<file path="config.mk">
export PLATFORM = sky130hd
export DESIGN_NAME = mem_access_stage
export DESIGN_NICKNAME = d
export VERILOG_FILES = /design/src/rtl/mem_access_stage_pkg.sv /design/src/rtl/mem_access_stage_mem_wb.sv /design/src/rtl/mem_access_stage.sv
export SDC_FILE = /design/constraint.sdc
export NUM_CORES = 1
export LEC_CHECK = 0
export CAP_MARGIN = 20
export CELL_PAD_IN_SITES_DETAIL_PLACEMENT = 1
export CELL_PAD_IN_SITES_GLOBAL_PLACEMENT = 2
export CORE_UTILIZATION = 29
export CTS_BUF_LIST = sky130_fd_sc_hd__clkbuf_4
export DETAILED_ROUTE_END_ITERATION = 7
export HOLD_SLACK_MARGIN = 0.1
export PLACE_DENSITY_LB_ADDON = 0.1
export SYNTH_ARGS = -nofsm -noshare
export SYNTH_HDL_FRONTEND = slang
export SYNTH_SLANG_ARGS = --single-unit
</file>
<file path="constraint.sdc">
create_clock -name clk -period 6 [get_ports clk]
set_input_delay 0.6 -clock clk [delete_from_list [all_inputs] [get_ports clk]]
set_output_delay 0.6 -clock clk [all_outputs]
set_load 0.01 [all_outputs]
</file>
<file path="src/rtl/mem_access_stage_pkg.sv">
// Shared definitions for the MEM pipeline stage: FSM encoding and word-alignment constants.
package mem_access_stage_pkg;

  typedef enum logic {
    IDLE = 1'b0,
    WAIT = 1'b1
  } state_e;

  localparam int DATA_W_DEF    = 32;
  localparam int WORD_OFF_BITS = 2;
  localparam int CNT_W         = 8;

endpackage

</file>
<file path="src/rtl/mem_access_stage_mem_wb.sv">
// MEM/WB pipeline register. A bubble clears the writeback controls and holds the payload fields.
module mem_wb
  import mem_access_stage_pkg::*;
#(
  parameter int DATA_W = DATA_W_DEF
) (
  input  logic              clk,
  input  logic              reset,
  input  logic              bubble_i,
  input  logic              ld_data_i,
  input  logic [DATA_W-1:0] alu_result_i,
  input  logic [DATA_W-1:0] mem_data_i,
  input  logic [4:0]        rd_i,
  input  logic              reg_write_i,
  input  logic              mem_to_reg_i,
  output logic [DATA_W-1:0] alu_result_o,
  output logic [DATA_W-1:0] mem_data_o,
  output logic [4:0]        rd_o,
  output logic              reg_write_o,
  output logic              mem_to_reg_o
);

  logic [DATA_W-1:0] alu_result_q, mem_data_q;
  logic [4:0]        rd_q;
  logic              reg_write_q, mem_to_reg_q;

  always_ff @(posedge clk or posedge reset) begin
    if (reset) begin
      alu_result_q <= '0;
      mem_data_q   <= '0;
      rd_q         <= '0;
      reg_write_q  <= 1'b0;
      mem_to_reg_q <= 1'b0;
    end else begin
      if (bubble_i) begin
        reg_write_q  <= 1'b0;
        mem_to_reg_q <= 1'b0;
      end else begin
        alu_result_q <= alu_result_i;
        rd_q         <= rd_i;
        reg_write_q  <= reg_write_i;
        mem_to_reg_q <= mem_to_reg_i;
      end
      // Load data moves only on a completed read, never on a bubble or store.
      if (ld_data_i) begin
        mem_data_q <= mem_data_i;
      end
    end
  end

  assign alu_result_o = alu_result_q;
  assign mem_data_o   = mem_data_q;
  assign rd_o         = rd_q;
  assign reg_write_o  = reg_write_q;
  assign mem_to_reg_o = mem_to_reg_q;

endmodule

</file>
<file path="src/rtl/mem_access_stage.sv">
// MEM stage: issues one word load/store at a time over a req/ack bus, stalls upstream
// while it is outstanding, and drives the MEM/WB register.
module mem_access_stage
  import mem_access_stage_pkg::*;
#(
  parameter int DATA_W         = DATA_W_DEF,
  parameter int TIMEOUT_CYCLES = 15
) (
  input  logic              clk,
  input  logic              reset,
  input  logic [DATA_W-1:0] ex_alu_result,
  input  logic [DATA_W-1:0] ex_rd2,
  input  logic [4:0]        ex_rd,
  input  logic              ex_mem_read,
  input  logic              ex_mem_write,
  input  logic              ex_reg_write,
  input  logic              ex_mem_to_reg,
  output logic              mem_stall,
  output logic              dmem_req,
  output logic              dmem_we,
  output logic [DATA_W-1:0] dmem_addr,
  output logic [DATA_W-1:0] dmem_wdata,
  input  logic              dmem_ack,
  input  logic [DATA_W-1:0] dmem_rdata,
  output logic [DATA_W-1:0] wb_alu_result,
  output logic [DATA_W-1:0] wb_mem_data,
  output logic [4:0]        wb_rd,
  output logic              wb_reg_write,
  output logic              wb_mem_to_reg,
  output logic              mem_misaligned,
  output logic              mem_bus_error
);

  localparam logic [CNT_W-1:0] CNT_LAST = CNT_W'(TIMEOUT_CYCLES - 1);

  state_e            state_q, state_d;
  logic [CNT_W-1:0]  cnt_q, cnt_d;
  logic              req_q, req_d;
  logic              we_q, we_d;
  logic [DATA_W-1:0] addr_q, addr_d;
  logic [DATA_W-1:0] wdata_q, wdata_d;
  logic              misal_q, misal_d;
  logic              berr_q, berr_d;

  logic access, misaligned;
  logic stall, squash, ld_data;

  assign access     = ex_mem_read | ex_mem_write;
  assign misaligned = access & (|ex_alu_result[WORD_OFF_BITS-1:0]);

  always_comb begin
    state_d = state_q;
    cnt_d   = cnt_q;
    req_d   = req_q;
    we_d    = we_q;
    addr_d  = addr_q;
    wdata_d = wdata_q;
    misal_d = 1'b0;
    berr_d  = 1'b0;
    stall   = 1'b0;
    squash  = 1'b0;
    ld_data = 1'b0;
    case (state_q)
      IDLE: begin
        if (access && !misaligned) begin
          // Bus lines are only written here so they stay quiet between accesses.
          stall   = 1'b1;
          addr_d  = ex_alu_result;
          wdata_d = ex_rd2;
          we_d    = ex_mem_write & ~ex_mem_read;
          req_d   = 1'b1;
          cnt_d   = '0;
          state_d = WAIT;
        end else if (misaligned) begin
          squash  = 1'b1;
          misal_d = 1'b1;
        end
      end
      WAIT: begin
        if (dmem_ack) begin
          req_d   = 1'b0;
          ld_data = ~we_q;
          state_d = IDLE;
        end else if (cnt_q == CNT_LAST) begin
          req_d   = 1'b0;
          squash  = 1'b1;
          berr_d  = 1'b1;
          state_d = IDLE;
        end else begin
          cnt_d = cnt_q + 1'b1;
          stall = 1'b1;
        end
      end
      default: state_d = IDLE;
    endcase
  end

  always_ff @(posedge clk or posedge reset) begin
    if (reset) begin
      state_q <= IDLE;
      cnt_q   <= '0;
      req_q   <= 1'b0;
      we_q    <= 1'b0;
      addr_q  <= '0;
      wdata_q <= '0;
      misal_q <= 1'b0;
      berr_q  <= 1'b0;
    end else begin
      state_q <= state_d;
      cnt_q   <= cnt_d;
      req_q   <= req_d;
      we_q    <= we_d;
      addr_q  <= addr_d;
      wdata_q <= wdata_d;
      misal_q <= misal_d;
      berr_q  <= berr_d;
    end
  end

  assign mem_stall      = stall;
  assign dmem_req       = req_q;
  assign dmem_we        = we_q;
  assign dmem_addr      = addr_q;
  assign dmem_wdata     = wdata_q;
  assign mem_misaligned = misal_q;
  assign mem_bus_error  = berr_q;

  // Upstream holds EX/MEM while stalled, so the ex_* fields still describe this access.
  mem_wb #(
    .DATA_W(DATA_W)
  ) u_mem_wb (
    .clk          (clk),
    .reset        (reset),
    .bubble_i     (stall),
    .ld_data_i    (ld_data),
    .alu_result_i (ex_alu_result),
    .mem_data_i   (dmem_rdata),
    .rd_i         (ex_rd),
    .reg_write_i  (ex_reg_write & ~squash),
    .mem_to_reg_i (ex_mem_to_reg),
    .alu_result_o (wb_alu_result),
    .mem_data_o   (wb_mem_data),
    .rd_o         (wb_rd),
    .reg_write_o  (wb_reg_write),
    .mem_to_reg_o (wb_mem_to_reg)
  );

endmodule

</file>
* After elaboration in Yosys (flattened, before gate mapping)
Cells that the tools add are included.
** Operators by class
- Add/sub/neg operators :: 1
- Equal/unequal tests :: 5
- Mux-type cells :: 23
- Bitwise gates (word level) :: 8
- Reductions and logical operators :: 6
** Operator list (count)
- two-way mux 8 bit :: 3
- two-way mux 1 bit :: 16
- case mux 8 bit (2 select lines) :: 1
- adder 8 x 1 -> 8 bit (second input constant) :: 1
- == test 8 x 4 -> 1 bit (second input constant) :: 1
- != test 2 bit (second input constant) :: 3
- case mux 1 bit (2 select lines) :: 3
- NOT 1 bit :: 4
- AND reduction 2 bit :: 2
- AND 1 bit :: 3
- != test 3 x 2 -> 1 bit (second input constant) :: 1
- AND reduction 3 bit :: 1
- OR reduction 2 bit :: 1
- logical AND 1 bit :: 1
- logical NOT 1 bit :: 1
- bitwise OR 1 bit :: 1
** Storage, ports and cells
- Register bits :: 148
- Input port bits :: 108

* Depth between registers and ports, before layout
- Depth after elaboration :: 9
- Mapped depth :: 8

* Hierarchy
Synthesis repeated with hierarchy kept, for this count alone.
** Second synthesis, totals
- Cell total of the unflattened synthesis :: 354
- Area total of the unflattened synthesis :: 5776.8 um2
** By module, submodules not included
- mem_access_stage :: times used 1, cells an instance 203, area each 3085.5 um2
- mem_wb :: times used 1, cells an instance 151, area each 2691.3 um2

* Worst setup path after synthesis
No wires, ideal clock.
- Kind :: register to output
- From :: register cnt_q[0]
- To :: output port mem_stall
- Arrival :: 1.400 ns
- Slack :: 4.000 ns
- Cell stages (with the launch flop) :: 8
- Path through :: dfrtp_1 > inv_1 > ha_1 > and4b_4 > a21oi_4 > nor2_8 > inv_6 > buf_6
** Between the ends
- Word-level cells in the longest chain between the ends :: 4
** RTL lines
- start: declaration :: RTL line mem_access_stage.sv:37 : logic [CNT_W-1:0] cnt_q, cnt_d;
- start signal: assignment :: RTL line mem_access_stage.sv:110 : cnt_q <= cnt_d;
- == test 8 x 4 -> 1 bit :: RTL line mem_access_stage.sv:84 : end else if (cnt_q == CNT_LAST) begin
- two-way mux 1 bit :: RTL line mem_access_stage.sv:84
- two-way mux 1 bit :: RTL line mem_access_stage.sv:80 : if (dmem_ack) begin
- case mux 1 bit (2 select lines) :: RTL line mem_access_stage.sv:63 : case (state_q)
- end: declaration :: RTL line mem_access_stage.sv:18 : output logic mem_stall,
No other way between the ends.

* Worst setup path after layout
Ends and elaborated chain as after synthesis.

==> impl_metrics.py <==
metrics = {
    "pwr": {
        "power.density_nw_per_um2": 332,
        "vdd_drop_max_mv": 0.163,
        "leakage_nw": 3.66,
    },
    "cts": {
        "root_buffer": "clkbuf_4",
        "cts_setup_buffers": 0,
        "htree_num_levels": 4,
        "cts_resized": 0,
        "clkTransAtPathRegs_ps": 120,
        "clock_latency_ps": 530,
        "clkSinkCount": 148,
        "numCtsBuffers": 17,
        "clk_path_buf_depth": 2,
        "cts_tree": "done",
        "cts-hold-fix-buffers": 0,
    },
    "setup_path": {
        "critPathKind": "reg -> out",
        "worst-path-buf-inv": 3,
        "rr_worst_depth": 4,
        "endpoint": "mem_stall",
        "crit_family": "buffers and inverters",
        "worstReg2RegStart": "state_q$_DFF_PP0_",
        "r2r_end": "dmem_addr[29]$_DFFE_PP0P_",
        "worst-path-stages": 7,
        "required_ps": 5400,
        "slowest_delay_ps": 640,
        "critPathLaunchType": "flip-flop",
        "critPathSlowestCell": "clkdlybuf4s50_1",
        "crit_path_start": "cnt_q[0]$_DFFE_PP0P_",
        "worst_ep_arrival_time_ps": 2890,
        "r2r_setup_slack_ps": 3660,
        "crit_chain": "inv_1, ha_1, and4b_4, a21oi_4, nor2_8, inv_6, clkdlybuf4s50_1",
        "worstPathMaxFanout": 45,
        "end_kind": "primary output",
    },
    "route": {
        "via_count": 3899,
        "ant_nets": 0,
        "wl_mm": 15.3,
        "post_drt_via_cell_ratio": 4.40,
        "post_drt_wl_per_cell_um": 17.3,
        "drt-pass1-iter-count": 4,
        "dr.first_iter.drc_count": 99,
        "drc_errors": 0,
    },
    "yosys": {
        "async_reset_ff_share_pct": 100,
        "synth_area_leaders": "dfrtp_1 64%, mux2_2 19%, mux2_4 8.5%",
        "ys_ff_latch": 148,
        "synth_edf_count": 0,
        "yosysTopAreaCellShare_pct": 63.5,
        "synth_area_per_cell_um2": 16.5,
        "synth_top_cell_by_area": "dfrtp_1",
        "ys_types": 35,
        "synth_area_um2": 5830,
        "syn_nets": 464,
        "syn_inst": 354,
        "ys.flop_type": "dfrtp_1",
        "yosysWarnings": 0,
        "yosysSeqAreaShare_pct": 63.5,
    },
    "cells_and_area": {
        "mostFrequentLayoutCell": "clkdlybuf4s50_1",
        "drive_above_1_share_pct": 27.4,
        "multi_input_area_um2": 1970,
        "fin_util_pct": 44.9,
        "design_area_um2": 8790,
        "final_cell_mix": "247 x clkdlybuf4s50_1, 148 x dfrtp_1, 98 x mux2_2",
        "regArea_um2": 3700,
        "fill_cells": 2009,
        "final_nets": 718,
        "area_growth_pct": 50.8,
    },
    "sta": {
        "grt_setup_unrepaired": "no",
        "finalHoldViolCount": 0,
        "max_freq_mhz": 286,
        "slew_violations": 0,
        "finalCriticalPeriod_ps": 3490,
        "finalCritPeriodShare_pct": 58.2,
        "worst_pin_slew_ps": 944,
        "slew_headroom_pct": 37.0,
        "final.setup.tns_ps": 0,
        "finClkSkew_ps": 21.9,
        "setup_violations": 0,
    },
    "floorplan": {
        "initial_core_util_pct": 29.8,
        "rows": 51,
        "dieArea_um2": 20700,
        "die_height_um": 144,
        "dieWidth_um": 144,
        "ios": 248,
        "coreArea_um2": 19600,
    },
    "place": {
        "dp_hpwl_mm": 10.9,
        "gp_congestion": 0.687,
        "place_area_um2": 8530,
        "portBuffers": 247,
    },
    "outcome": {
        "outcome": "finished, final reports clean",
    },
    "grt": {
        "grt_pass1_wl_mm": 23.6,
        "antenna_found_initial": 2,
        "grt_max_degree": 80,
        "grt_use_total_pct": 15.3,
        "gr-total-overflow": 0,
        "grt_pass1_vias": 4311,
    },
    "job": {
        "drv_cap": 0,
    },
    "worst_hold_path": {
        "hold_path.class": "reg -> reg",
    },
}
## report_power, final
part           switching [mW]  internal [mW]  total, mW
logic                   0.354          0.628      0.982
clock network           0.349          0.248      0.596
registers               0.124           1.22       1.34
## through the flow
step / std cells / total power [mW] / worst slack, ps / hold WS (ps)
final: 886 / 2.92 / 2510 / 502
after global routing: 886 / 3.10 / 2270 / 531
after CTS: 885 / 2.98 / 2390 / 504
after detailed placement: 854 / 2.36 / 2540 / 482
after global placement: 854 / 2.34 / 2600 / 470
after floorplan: 354 / 1.76 / 1420 / 443
## Yosys cell counts, types with 2 or more instances
cell / n
nand2_1: 4
o21ai_0: 2
nor3_1: 2
nand3b_1: 2
a22o_1: 2
dfrtp_1: 148
clkbuf_1: 3
mux2_2: 98
ha_1: 2
nor3_2: 2
a21oi_1: 6
nand2b_1: 2
a31oi_1: 4
a41oi_1: 2
buf_4: 6
nor2b_1: 3
buf_12: 2
mux2_1: 2
nand3_1: 3
mux2_4: 33
inv_1: 5
nor2_1: 8
## logic make-up (layout without fill, tap and decap cells)
logic type      count (synthesis)  in the layout  synth area share (%)
compound gates                 18             18                  2.12
flops                         148            148                  63.5
mux                           133            133                  27.8
other cells                     0              1                     0
fa+ha+maj                       2              2                 0.429
buf+inv                        21            287                  2.73
simple gates                   32             32                  3.39
## cell type report
cell class | instances | share of cell area, %
inverter | 6 | 0.370
sequential | 148 | 42.1
timing repair buffer | 250 | 28.4
tap | 265 | 3.77
antenna | 1 | 0.0285
clock inverter | 12 | 1.31
clock buffer | 19 | 1.62
multi-input combinational | 185 | 22.4
## worst register-to-register path, delay by kind of cell, from the launching register on
family	cells	cell delay, ps
buffers and inverters	1	740
muxes	1	450
DFF	1	570
and+or+nand+nor	2	470
## metal layers
layer	vias to the layer above	part of all wire, %	GRT usage, %
li1	1767	-	-
met1	1963	40	17.8
met2	157	48	24.5
met3	12	10	7.10
met4	0	1.3	5.88
met5	-	0	0
## sequential cells by signal, indices dropped and copies added (netlist names), 5 cells and up
register	count
dmem_wdata	32
u_mem_wb.alu_result_o	32
cnt_q	8
u_mem_wb.mem_data_o	32
dmem_addr	32
u_mem_wb.rd_o	5
## how the worst min path moves through the flow
| stage | start | slack [ps] | endpoint | cells after the start |
|---|---|---|---|---|
| global route | dmem_addr[13]$_DFFE_PP0P_ | 530 | dmem_addr[13]$_DFFE_PP0P_ | 1 |
| detailed placement | cnt_q[7]$_DFFE_PP0P_ | 480 | cnt_q[7]$_DFFE_PP0P_ | 1 |
| finish | cnt_q[7]$_DFFE_PP0P_ | 500 | cnt_q[7]$_DFFE_PP0P_ | 1 |
| global placement | dmem_wdata[4]$_DFFE_PP0P_ | 470 | dmem_wdata[4]$_DFFE_PP0P_ | 1 |
| CTS | cnt_q[7]$_DFFE_PP0P_ | 500 | cnt_q[7]$_DFFE_PP0P_ | 1 |
| floorplan | cnt_q[7]$_DFFE_PP0P_ | 440 | cnt_q[7]$_DFFE_PP0P_ | 1 |
No activity file was read; power rests on OpenSTA's default activity.
